[src/rtl/pipe_stage_buf.sv]
// ---------------------------------------------------------------------------
// pipe_stage_buf
//   Pipeline stage register with a valid/ready handshake and an optional
//   second (skid) entry. Control and payload travel as two packed vectors.
//   Flush discards every held entry, reloads the control registers with
//   CTRL_RST and leaves the payload registers untouched. Freeze holds the
//   whole stage. Entries thrown away by flush are counted in drop_count_o.
//
//   state    | meaning
//   ---------+-----------------------------------------------
//   ST_EMPTY | nothing held, out_ctrl_o forced to CTRL_RST
//   ST_ONE   | head entry in main registers
//   ST_TWO   | head in main, next entry in skid (SKID=1 only)
//
// Ports
//   clk_i         rising-edge clock
//   rst_ni        asynchronous active-low reset
//   flush_i       discard all held entries
//   freeze_i      hold stage, no transfer on either side
//   in_valid_i    upstream entry valid
//   in_ready_o    stage accepts this cycle
//   in_ctrl_i     upstream control field  [CTRL_W]
//   in_data_i     upstream payload        [DATA_W]
//   out_valid_o   head entry valid
//   out_ready_i   downstream accepts
//   out_ctrl_o    head control field      [CTRL_W]
//   out_data_o    head payload            [DATA_W]
//   occupancy_o   entries held, 0..2
//   drop_count_o  saturating count of entries discarded by flush [CNT_W]
// ---------------------------------------------------------------------------
module pipe_stage_buf #(
    parameter int unsigned              DATA_W   = 128,
    parameter int unsigned              CTRL_W   = 16,
    parameter logic [CTRL_W-1:0]        CTRL_RST = '0,
    parameter int unsigned              SKID     = 1,
    parameter int unsigned              CNT_W    = 16
) (
    input  logic              clk_i,
    input  logic              rst_ni,
    input  logic              flush_i,
    input  logic              freeze_i,
    input  logic              in_valid_i,
    output logic              in_ready_o,
    input  logic [CTRL_W-1:0] in_ctrl_i,
    input  logic [DATA_W-1:0] in_data_i,
    output logic              out_valid_o,
    input  logic              out_ready_i,
    output logic [CTRL_W-1:0] out_ctrl_o,
    output logic [DATA_W-1:0] out_data_o,
    output logic [1:0]        occupancy_o,
    output logic [CNT_W-1:0]  drop_count_o
);

    localparam bit HAS_SKID = (SKID != 0);

    typedef enum logic [1:0] {
        ST_EMPTY = 2'd0,
        ST_ONE   = 2'd1,
        ST_TWO   = 2'd2
    } state_e;

    state_e              state_q, state_d;
    logic [CTRL_W-1:0]   main_ctrl_q, main_ctrl_d;
    logic [DATA_W-1:0]   main_data_q, main_data_d;
    logic [CTRL_W-1:0]   skid_ctrl_q, skid_ctrl_d;
    logic [DATA_W-1:0]   skid_data_q, skid_data_d;
    logic [CNT_W-1:0]    drop_q, drop_d;
    logic [CNT_W:0]      drop_sum;

    logic                not_held;
    logic                acc;
    logic                pop;

    assign not_held = ~freeze_i & ~flush_i;

    assign out_valid_o = (state_q != ST_EMPTY) & not_held;

    // rst_ni gating keeps in_ready_o low for the whole reset assertion,
    // not just after the state register has cleared.
    generate
        if (HAS_SKID) begin : g_rdy_skid
            assign in_ready_o = rst_ni & (state_q != ST_TWO) & not_held;
        end else begin : g_rdy_single
            assign in_ready_o = rst_ni & ((state_q == ST_EMPTY) | out_ready_i) & not_held;
        end
    endgenerate

    assign acc = in_valid_i & in_ready_o;
    assign pop = out_valid_o & out_ready_i;

    assign out_ctrl_o   = (state_q == ST_EMPTY) ? CTRL_RST : main_ctrl_q;
    assign out_data_o   = main_data_q;
    assign occupancy_o  = state_q;
    assign drop_count_o = drop_q;

    // One extra bit catches the carry; any carry saturates the counter.
    assign drop_sum = {1'b0, drop_q} + (CNT_W+1)'(occupancy_o);

    always_comb begin
        state_d     = state_q;
        main_ctrl_d = main_ctrl_q;
        main_data_d = main_data_q;
        skid_ctrl_d = skid_ctrl_q;
        skid_data_d = skid_data_q;
        drop_d      = drop_q;

        if (flush_i) begin
            state_d     = ST_EMPTY;
            main_ctrl_d = CTRL_RST;
            skid_ctrl_d = CTRL_RST;
            drop_d      = drop_sum[CNT_W] ? {CNT_W{1'b1}} : drop_sum[CNT_W-1:0];
        end else if (!freeze_i) begin
            case (state_q)
                ST_EMPTY: begin
                    if (acc) begin
                        state_d     = ST_ONE;
                        main_ctrl_d = in_ctrl_i;
                        main_data_d = in_data_i;
                    end
                end
                ST_ONE: begin
                    if (acc && pop) begin
                        main_ctrl_d = in_ctrl_i;
                        main_data_d = in_data_i;
                    end else if (acc && HAS_SKID) begin
                        state_d     = ST_TWO;
                        skid_ctrl_d = in_ctrl_i;
                        skid_data_d = in_data_i;
                    end else if (pop) begin
                        state_d = ST_EMPTY;
                    end
                end
                ST_TWO: begin
                    // in_ready_o is low here, so only the pop side can move.
                    if (pop) begin
                        state_d     = ST_ONE;
                        main_ctrl_d = skid_ctrl_q;
                        main_data_d = skid_data_q;
                        skid_ctrl_d = CTRL_RST;
                    end
                end
                default: begin
                    state_d = ST_EMPTY;
                end
            endcase
        end
    end

    always_ff @(posedge clk_i or negedge rst_ni) begin
        if (!rst_ni) begin
            state_q     <= ST_EMPTY;
            main_ctrl_q <= CTRL_RST;
            main_data_q <= '0;
            skid_ctrl_q <= CTRL_RST;
            skid_data_q <= '0;
            drop_q      <= '0;
        end else begin
            state_q     <= state_d;
            main_ctrl_q <= main_ctrl_d;
            main_data_q <= main_data_d;
            skid_ctrl_q <= skid_ctrl_d;
            skid_data_q <= skid_data_d;
            drop_q      <= drop_d;
        end
    end

endmodule

[config.mk]
export PLATFORM = sky130hd
export DESIGN_NAME = pipe_stage_buf
export DESIGN_NICKNAME = d
export VERILOG_FILES = /design/src/rtl/pipe_stage_buf.sv
export SDC_FILE = /design/constraint.sdc
export NUM_CORES = 1
export LEC_CHECK = 0
export ABC_AREA = 1
export CORE_MARGIN = 2
export CORE_UTILIZATION = 53
export CTS_BUF_LIST = sky130_fd_sc_hd__clkbuf_8
export DETAILED_ROUTE_END_ITERATION = 8
export PLACE_DENSITY = 0.83
export SLEW_MARGIN = 20
export SYNTH_ARGS = -nofsm -noshare
export SYNTH_HDL_FRONTEND = slang
export SYNTH_SLANG_ARGS = --single-unit
[constraint.sdc]
create_clock -name clk_i -period 2.7 [get_ports clk_i]
set_input_delay 0.27 -clock clk_i [delete_from_list [all_inputs] [get_ports clk_i]]
set_output_delay 0.27 -clock clk_i [all_outputs]
set_load 0.02 [all_outputs]
==> metrics.yaml, run 1 <==
placement:
  hpwl_um: 24200
  io_buffers: 313
  gp_congestion: 0.914
  dpl.cell_count: 2156
  dp_slack_ns: 0.195
layout:
  final-seq-area_mm2: 0.00766
  layout.nets: 2030
  multi_input_area_mm2: 0.00535
  drive_above_1_share: 0.101
  instances_no_fill: 2238
  syn2layout_area_growth_pct: 30.3
  fill_cells: 1923
routing:
  drtAntennaViolNets: 0
  num_vias: 12000
  wl_um: 36400
  drtIter0Drc: 1140
  drc_errors: 0
  via_per_inst: 5.37
  wl_per_cell_um: 16.3
  first_pass_iters: 5
synthesis:
  synth_seq_cells: 306
  synth_cell_types: 33
  netlist_area_mm2: 0.0141
  seq_area_frac_synth: 0.544
  syn-num-nets: 1739
  avgSynthCellArea_um2: 8.90
  yosysWarnings: 0
  synth_cells: 1582
timing:
  setup_slack_ns: 0.104
  fmax_ghz: 0.385
  maxSlewHeadroom: 0.330
  worst_pin_slew_ns: 1.00
  rsz0062_at_grt: "false"
  hold_viol_final: 0
  fin_crit_sh: 0.962
  whs_ns: 0.282
  worst_clock_skew_ns: 0.0291
  tns_ns: 0
  setup_viol: 0
  slew_viol_final: 0
  period_needed_ns: 2.60
power:
  p_leak_nw: 8.38
  vdd_drop_max_mv: 0.833
  p_per_area_mw_per_mm2: 970
critical_path:
  r2r_cells: 9
  critPathMaxStageDelay_ns: 0.62
  path_cells: "inv_1 > ha_1 > buf_4 > nor2_1 > clkdlybuf4s50_1"
  r2r_start: "occupancy_o[1]"
  cp_max_fo: 18
  cp.arrival_ns: 2.33
  worst-path-buf-inv: 3
  crit_cells: 5
  crit_slowest_cell: "clkdlybuf4s50_1"
  critical_path_class: "flop to primary output"
  cp-start-kind: "flop"
  critPathRequiredTime_ns: 2.43
  crit_start: "occupancy_o[1]"
  critPathTopFamily: "buffers and inverters"
  setup.worst_path.end_class: "primary output"
clock_tree:
  clock_path_buffers: 3
  numClockSinks: 306
  cts_buffers: 49
  cts_tree: "built"
  worst_skew_pair.late_latency_ns: 0.56
  cts_root_buf: "clkbuf_8"
  postCtsSetupBuffers: 0
  path_clk_slew_ns: 0.06
  cts-htree-levels: 2
floorplan:
  dieWidth_um: 167
  ios: 314
  rows: 59
  core_mm2: 0.0261
  die_area_mm2: 0.0279
  die_h_um: 167
  start_util: 0.540
outcome:
  status: "complete, no violations"
global_route:
  overflow: 0
  grt_max_degree: 217
  grt_pass1_wl_um: 59600
  antenna_found_initial: 2
  grt_pass1_vias: 11700
  track_usage: 0.260
min_path:
  hp-start: "in_data_i[70]"
  hp-class: "primary input to flop"
  min_path_cells: 3
run:
  maxCapViolCount: 0
metrics by stage:
| stage | area [um2] | total power, mW | utilization |
|---|---|---|---|
| global placement | 17300 | 13.7 | 0.666 |
| floorplan | 14100 | 10.7 | - |
| finish | 18300 | 17.8 | 0.704 |
| detailed placement | 17300 | 13.9 | 0.666 |
| global route | 18300 | 18.8 | 0.704 |
| CTS | 18300 | 17.9 | 0.703 |
kinds of logic (layout without fill, tap and decap cells):
logic type | Yosys count | after routing | synth area share
AOI/OAI and AO/OA | 360 | 360 | 0.149
adders and majority gates | 7 | 7 | 0.00676
buffers and inverters | 222 | 541 | 0.0770
and+or+nand+nor | 629 | 629 | 0.183
xor gates and xnor gates | 4 | 4 | 0.00249
muxes | 54 | 54 | 0.0384
other | 0 | 2 | 0
DFF | 306 | 306 | 0.544
per-layer routing:
metal | vias to the layer above | part of all wire | global-route usage
met2 | 471 | 0.47 | 0.411
met5 | - | 0 | 0
met4 | 0 | 0.036 | 0.0963
li1 | 5697 | - | -
met1 | 5758 | 0.42 | 0.354
met3 | 83 | 0.079 | 0.0582
worst paths after layout:
path	to	slack, ns
hold reg to reg	out_data_o[42]	0.48
max in group asynchronous	skid_data_q[92]	1.01
hold / removal	skid_data_q[70]	0.28
min in group asynchronous	skid_data_q[124]	0.33
setup / recovery	out_ctrl_o[14]	0.10
setup reg to reg	out_data_o[19]	0.35
cells in the mapped netlist, drive strengths merged:
| cell | number | share of area |
|---|---|---|
| mux2i | 54 | 0.038 |
| or2 | 3 | 0.0013 |
| a21oi | 7 | 0.0025 |
| fa | 1 | 0.0014 |
| nand3b | 2 | 0.0011 |
| dfrtp | 306 | 0.54 |
| ha | 6 | 0.0053 |
| nand2 | 506 | 0.14 |
| nor2 | 39 | 0.013 |
| o21ai | 352 | 0.15 |
| a31oi | 1 | 0.00044 |
| nand4 | 20 | 0.0089 |
| buf | 68 | 0.036 |
| nand3 | 53 | 0.021 |
| nor3 | 5 | 0.0018 |
| clkbuf | 37 | 0.0099 |
| inv | 116 | 0.031 |
| xor2 | 3 | 0.0019 |
| and3 | 1 | 0.00044 |
| xnor2 | 1 | 0.00062 |
| clkinv | 1 | 0.00027 |
what timing repair did:
action	4_1_cts	5_1_grt
endpoints found under the setup margin	6	3
gates resized for setup	3	3
endpoints found under the hold margin	58	0
gates cloned	0	0
pin swaps	0	0
hold buffers	1	0
power breakdown:
part	internal [mW]	switching (mW)	total [mW]
registers	6.44	0.989	7.43
logic	2.95	3.51	6.46
clock network	2.16	1.74	3.90
registers in the layout, summed over array words and instances (netlist names):
register and flops:
skid_ctrl_q 16, occupancy_o 2, skid_data_q 128, drop_count_o 16, out_data_o 128, main_ctrl_q 16
layout make-up:
type                       instances  share of cell area
inverter                         117              0.0240
clock inverter                    16             0.00505
sequential                       306               0.418
multi-input combinational       1054               0.292
tap                              335              0.0229
clock buffer                      63              0.0473
timing repair buffer             345               0.191
antenna                            2            0.000273
placed cells by master (no fill, tap or decap), drive strengths merged, types with 2 or more instances in the layout:
master / Yosys / final
nand2: 506 / 506
o21ai: 352 / 352
clkdlybuf4s50: 0 / 308
dfrtp: 306 / 306
inv: 116 / 130
clkbuf: 37 / 63
mux2i: 54 / 54
nand3: 53 / 53
nor2: 39 / 39
buf: 68 / 32
nand4: 20 / 20
a21oi: 7 / 7
ha: 6 / 6
nor3: 5 / 5
or2: 3 / 3
xor2: 3 / 3
dlymetal6s2s: 0 / 3
diode: 0 / 2
nand3b: 2 / 2
clkinv: 1 / 2
tightest hold or removal path: cells and delay by family:
family,cells,cell delay [ns]
simple gates,2,0.12
buf+inv,1,0.42
Power figures use the tool's default switching activity.
==> inputs of run 2 (changes only) <==
Settings changed: CORE_UTILIZATION 53 to 57, PLACE_DENSITY 0.83 to 0.89.
Clock period 2.7 ns to 3.21 ns, I/O delays scaled along.
==> run 2 against run 1 <==
Setup slack better by 0.28 ns. Via count up 0.30%. Non-clock buffer count down 14. Sequential power down 16%. Core utilization up 4.4 points. Clock power down 19%. Global-route usage up 2.1 points. Die area down 6.9%. Critical path type is now flop to flop. Critical endpoint is now out_data_o[4]. Largest cell class unchanged.
==> metrics.yaml, run 2 (synthesis gave the netlist of run 1 again) <==
critical_path:
  path_cells: "inv_1 > ha_4 > nor2_4 > nand3_2 > nand2_1 > inv_2 > nor2_8 > nand3_4 > buf_12 > buf_16 > nand2_1 > o21ai_2"
  cp-start-kind: "flop"
  path_common_cell: "nand2_1"
  ff2ff_setup_slack_ns: 0.38  # +0.03 ns
  cp.arrival_ns: 3.25  # +0.92 ns
  r2r_cells: 12  # +3
  critPathRequiredTime_ns: 3.63  # +1.20 ns
  cp_max_fo: 136  # +118
  critical_path_class: "flop to flop"
  reg2reg_to: "out_data_o[4]"
  r2r_start: "occupancy_o[0]"
  setup.worst_path.end_class: "flop"
  critPathMaxStageDelay_ns: 0.47  # -0.15 ns
  crit_slowest_cell: "dfrtp_1"
routing:
  wl_um: 36700  # +0.75%
  drc_errors: 0  # unchanged
  drtAntennaViolNets: 0  # unchanged
  drtIter0Drc: 1183  # +3.8%
  wl_per_cell_um: 16.6  # +1.7%
  num_vias: 12000  # +0.30%
  via_per_inst: 5.43  # +1.2%
  first_pass_iters: 6  # +1
layout:
  postLayoutCoreUtil: 0.747  # +0.0437
  instances_no_fill: 2217  # -0.94%
  postLayoutCellArea_mm2: 0.0181  # -1.2%
  layout.nets: 2016  # -0.69%
  drive_above_1_share: 0.0909  # -0.0101
  most-common-layout-cells: "nand2_1 (504), clkdlybuf4s50_1 (312), dfrtp_1 (306), o21ai_0 (231), inv_1 (136)"
  syn2layout_area_growth_pct: 28.8
  mostFrequentLayoutCell: "nand2_1"
power:
  internal_power_mw: 9.54  # -17%
  p_comb_frac: 0.366  # +0.003
  switching_share: 0.357  # +0.00675
  p_per_area_mw_per_mm2: 819  # -16%
  clock_power_share: 0.212  # -0.007
  seq_power_share: 0.422  # +0.004
  p_total_mw: 14.8  # -17%
  p_switching_mw: 5.30  # -15%
  vdd_drop_max_mv: 0.602  # -28%
  p_leak_nw: 8.25  # -1.6%
timing:
  period_needed_ns: 2.83
  setup_slack_ns: 0.381  # +0.277 ns
  setup_viol: 0  # unchanged
  fmax_ghz: 0.353
  whs_ns: 0.225  # -0.0574 ns
  hold_viol_final: 0  # unchanged
  maxSlewHeadroom: 0.324  # -0.00633
  rsz0062_at_grt: "false"
  worst_pin_slew_ns: 1.01  # +0.00949 ns
  worst_clock_skew_ns: 0.00897  # -0.0201 ns
  slew_viol_final: 0  # unchanged
  fin_crit_sh: 0.881
  tns_ns: 0  # unchanged
placement:
  place_area_mm2: 0.0172  # -1.1%
  io_buffers: 313  # unchanged
  dp_slack_ns: 0.333  # +0.138 ns
  dpl.cell_count: 2130  # -1.2%
  hpwl_um: 23500  # -3.0%
  gp_congestion: 0.880  # -3.7%
clock_tree:
  worst_skew_pair.late_latency_ns: 0.55  # about the same
  cts_root_buf: "clkbuf_8"
  cts-htree-levels: 2  # unchanged
  cts_tree: "built"
  cts_buffers: 49  # unchanged
  numClockSinks: 306  # unchanged
  postCtsSetupBuffers: 0  # unchanged
  clock_path_buffers: 3  # unchanged
  path_clk_slew_ns: 0.06  # about the same
floorplan:
  die_area_mm2: 0.0260  # -6.9%
  ios: 314  # unchanged
  die_h_um: 161  # -3.5%
  dieWidth_um: 161  # -3.5%
  core_mm2: 0.0242  # -6.9%
  rows: 57  # -3.4%
  start_util: 0.580  # +0.0403
run:
  maxCapViolCount: 0  # unchanged
global_route:
  overflow: 0  # unchanged
  antenna_found_initial: 2  # unchanged
  grt_pass1_vias: 11900  # +1.7%
  grt_max_degree: 257  # +18%
  grt_pass1_wl_um: 59500  # about the same
  track_usage: 0.281  # +0.0208
min_path:
  hp-class: "primary input to asynchronous set/reset pin"
outcome:
  status: "complete, no violations"
==> run 2: final cells by class <==
cell class | instances | area [um2]
repair buffers | 331 | 3350
clock buffers | 56 | 771
well taps | 324 | 405
diodes | 1 | 2.50
flip-flops and latches | 306 | 7660
multi-input cells | 1054 | 5350
clock inverters | 28 | 148
inverters | 117 | 439
fillers | 1635 | 6130
==> run 2: worst max-delay path: cells and delay by family (launching register included) <==
family,cells,cell delay [ns]
and+or+nand+nor,6,1.09
DFF,1,0.47
adders and majority gates,1,0.21
AOI/OAI and AO/OA,1,0.07
buffers and inverters,4,0.76
==> run 2: how the worst max path moves through the flow <==
stage	from	endpoint	slack [ns]	cells after the start
floorplan	occupancy_o[0]	drop_count_o[13]	1.03	11
global placement	flush_i	out_data_o[63]	0.44	11
detailed placement	flush_i	out_data_o[4]	0.33	11
CTS	occupancy_o[0]	in_ready_o	0.38	5
global route	occupancy_o[0]	out_data_o[69]	0.14	12
finish	occupancy_o[0]	out_data_o[4]	0.38	12
==> run 2: power groups by stage <==
stage	combinational (mW)	sequential [mW]	clock, mW
detailed placement	5.42	6.29	0
global route	5.89	6.40	3.39
CTS	5.47	6.24	3.22
finish	5.43	6.26	3.15
floorplan	1.87	7.15	0
global placement	5.23	6.21	0
==> run 2: layer usage <==
| layer | global-route usage | up-vias | wire, um |
|---|---|---|---|
| met5 | 0 | - | 0 |
| met1 | 0.359 | 5789 | 14700 |
| li1 | - | 5678 | - |
| met2 | 0.477 | 504 | 17900 |
| met3 | 0.0706 | 74 | 3120 |
| met4 | 0.0824 | 0 | 957 |
==> run 2: timing repair <==
item | CTS | global route
hold endpoints to repair | 30 | 0
resized for setup | 0 | 0
hold buffers | 1 | 0
==> inputs of run 3 (changes only) <==
Settings changed: CORE_UTILIZATION 57 to 47, PLACE_DENSITY 0.89 to 0.78.
Clock period 3.21 ns to 2.4 ns, I/O delays scaled along.
==> run 3 against run 2 <==
Sequential power up 34%. Setup slack worse by 0.26 ns. Global-route usage down 5.0 points. Clock power up 48%. Critical path depth down 6. Cell count up 4.1%. Wire length down 0.60%. Via count down 1.2%. Clock-buffer cell count up 11. Non-clock buffer count up 17. Clock skew up 0.0034 ns. Final area up 2.0%. Largest cell class unchanged.
==> metrics.yaml, run 3 (synthesis gave the netlist of run 1 again) <==
outcome:
  status: "complete, no violations"
global_route:
  antenna_found_initial: 3  # +1
  overflow: 0  # unchanged
  use_met3: 0.0608  # -0.00984
  grt_max_degree: 137  # -47%
  grt_util_met2: 0.362  # -0.115
  grt-busiest-layer: "met2"
  track_usage: 0.231  # -0.0500
  grt_pass1_vias: 11500  # -4.0%
  use_met1: 0.316  # -0.0434
  grt_pass1_wl_um: 58600  # -1.6%
min_path:
  hp-class: "primary input to flop"
placement:
  io_buffers: 313  # unchanged
  hpwl_um: 24100  # +2.7%
  place_area_mm2: 0.0174  # +1.3%
  gp_congestion: 0.862  # -2.1%
clock_tree:
  clock_path_buffers: 3  # unchanged
  cts_root_buf: "clkbuf_8"
  cts-htree-levels: 2  # unchanged
  worst_skew_pair.late_latency_ns: 0.56  # about the same
  numClockSinks: 306  # unchanged
  cts_buffers: 50  # +2.0%
  cts_tree: "built"
  path_clk_slew_ns: 0.06  # about the same
critical_path:
  cp.arrival_ns: 2.04  # -1.21 ns
  crit_slowest_cell: "dfrtp_1"
  cp-start-kind: "flop"
  setup.worst_path.end_class: "primary output"
  path_cells: "buf_4 > ha_4 > nor2_4 > buf_6 > and3_1 > clkdlybuf4s15_2"
  cp_max_fo: 12  # -91%
  critPathRequiredTime_ns: 2.16  # -1.47 ns
  critPathMaxStageDelay_ns: 0.37  # -0.10 ns
  critical_path_class: "flop to primary output"
timing:
  period_needed_ns: 2.28
  worst_pin_slew_ns: 0.772  # -0.242 ns
  hold_viol_final: 0  # unchanged
  fin_crit_sh: 0.951
  slew_viol_final: 0  # unchanged
  rsz0062_at_grt: "false"
  maxSlewHeadroom: 0.485  # +0.161
  worst_clock_skew_ns: 0.0123  # +0.00338 ns
  setup_viol: 0  # unchanged
  fmax_ghz: 0.438
floorplan:
  core_mm2: 0.0296  # +22%
  die_h_um: 177  # +9.9%
  rows: 63  # +11%
  ios: 314  # unchanged
  start_util: 0.476  # -0.104
  dieWidth_um: 177  # +9.9%
  die_area_mm2: 0.0313  # +21%
power:
  p_leak_nw: 8.47  # +2.6%
  p_per_area_mw_per_mm2: 1090  # +34%
  vdd_drop_max_mv: 0.784  # +30%
  p_total_mw: 20.2  # +36%
routing:
  num_vias: 11900  # -1.2%
  wl_per_cell_um: 15.8  # -4.5%
  first_pass_iters: 6  # unchanged
  drtAntennaViolNets: 0  # unchanged
  drtIter0Drc: 838  # -29%
  via_per_inst: 5.16  # -5.0%
  wl_um: 36500  # -0.60%
  drc_errors: 0  # unchanged
layout:
  layout.nets: 2034  # +0.89%
  most-common-layout-cells: "nand2_1 (503), dfrtp_1 (306), clkdlybuf4s50_1 (294), o21ai_0 (231), inv_1 (124)"
  postLayoutCellArea_mm2: 0.0185  # +2.0%
  multi_input_area_mm2: 0.00536  # about the same
  syn2layout_area_growth_pct: 31.3
  final-seq-area_mm2: 0.00766  # unchanged
  fill_cells: 2448  # +50%
  drive_above_1_share: 0.108  # +0.0168
  mostFrequentLayoutCell: "nand2_1"
run:
  maxCapViolCount: 0  # unchanged
-- run 3: changes by cell type in the layout (fill, tap and decap cells not counted), sizes merged --
cell           change
clkdlybuf4s50     -18
clkinv             +6
clkdlybuf4s15      +1
buf               +17
diode              +3
clkbuf            +11
inv               -12
clkinvlp           -1
dlygate4sd2       +17
-- run 3: metal layers --
metal	share of wire	vias to the layer above
met1	0.43	5619
met4	0.024	2
met5	0.00036	-
met3	0.093	81
li1	-	5717
met2	0.46	486
-- run 3: layout make-up --
class                      count  share of cell area
antenna                        4            0.000541
clock buffer                  67              0.0499
clock inverter                21             0.00663
inverter                     117              0.0238
multi-input combinational   1054               0.290
sequential                   306               0.414
tap                          390              0.0264
timing repair buffer         348               0.189
-- run 3: path summary, 6_finish.rpt --
kind | slack (ns) | endpoint | cells past startpoint | startpoint
min | 0.26 | skid_data_q[71] | 3 | in_data_i[71]
min in group asynchronous | 0.48 | skid_data_q[119] | 3 | rst_ni
max reg2reg | 0.19 | out_data_o[17] | 9 | occupancy_o[1]
max | 0.12 | in_ready_o | 6 | occupancy_o[1]
max in group asynchronous | 0.70 | out_data_o[101] | 4 | rst_ni
min reg2reg | 0.48 | out_data_o[109] | 2 | out_data_o[109]
-- run 3: timing repair --
item / in CTS / in global routing
resized for setup: 20 / 4
hold endpoints to repair: 134 / 0
hold buffers: 1 / 0
pin swaps: 0 / 1
endpoints found under the setup margin: 18 / 50
setup buffers: 0 / 7
-- run 3: metrics by stage --
stage               setup TNS, ns  utilization  setup WS [ns]  hold WS (ns)  std cells
finish                          0        0.625          0.118         0.256       2307
global route                    0        0.625         0.0104         0.234       2305
CTS                             0        0.623         0.0133         0.217       2296
detailed placement        -0.0586        0.588        -0.0236         0.452       2207
floorplan                       0            -          0.222       -0.0556       1582
global placement                0        0.588         0.0689         0.448       2207
-- run 3: critical path, delay by kind of cell, from the launching register on --
| kind | cells | cell delay, ns |
|---|---|---|
| buffers and inverters | 3 | 0.59 |
| adder cells (fa/ha/maj) | 1 | 0.22 |
| flip-flops | 1 | 0.37 |
| AND/OR/NAND/NOR | 2 | 0.29 |
-- run 3: where the power goes --
| part | internal (mW) | switching, mW | leakage [nW] |
|---|---|---|---|
| sequential | 7.24 | 1.12 | 3.82 |
| combinational | 3.31 | 3.91 | 4.06 |
| clock | 2.59 | 2.06 | 0.592 |
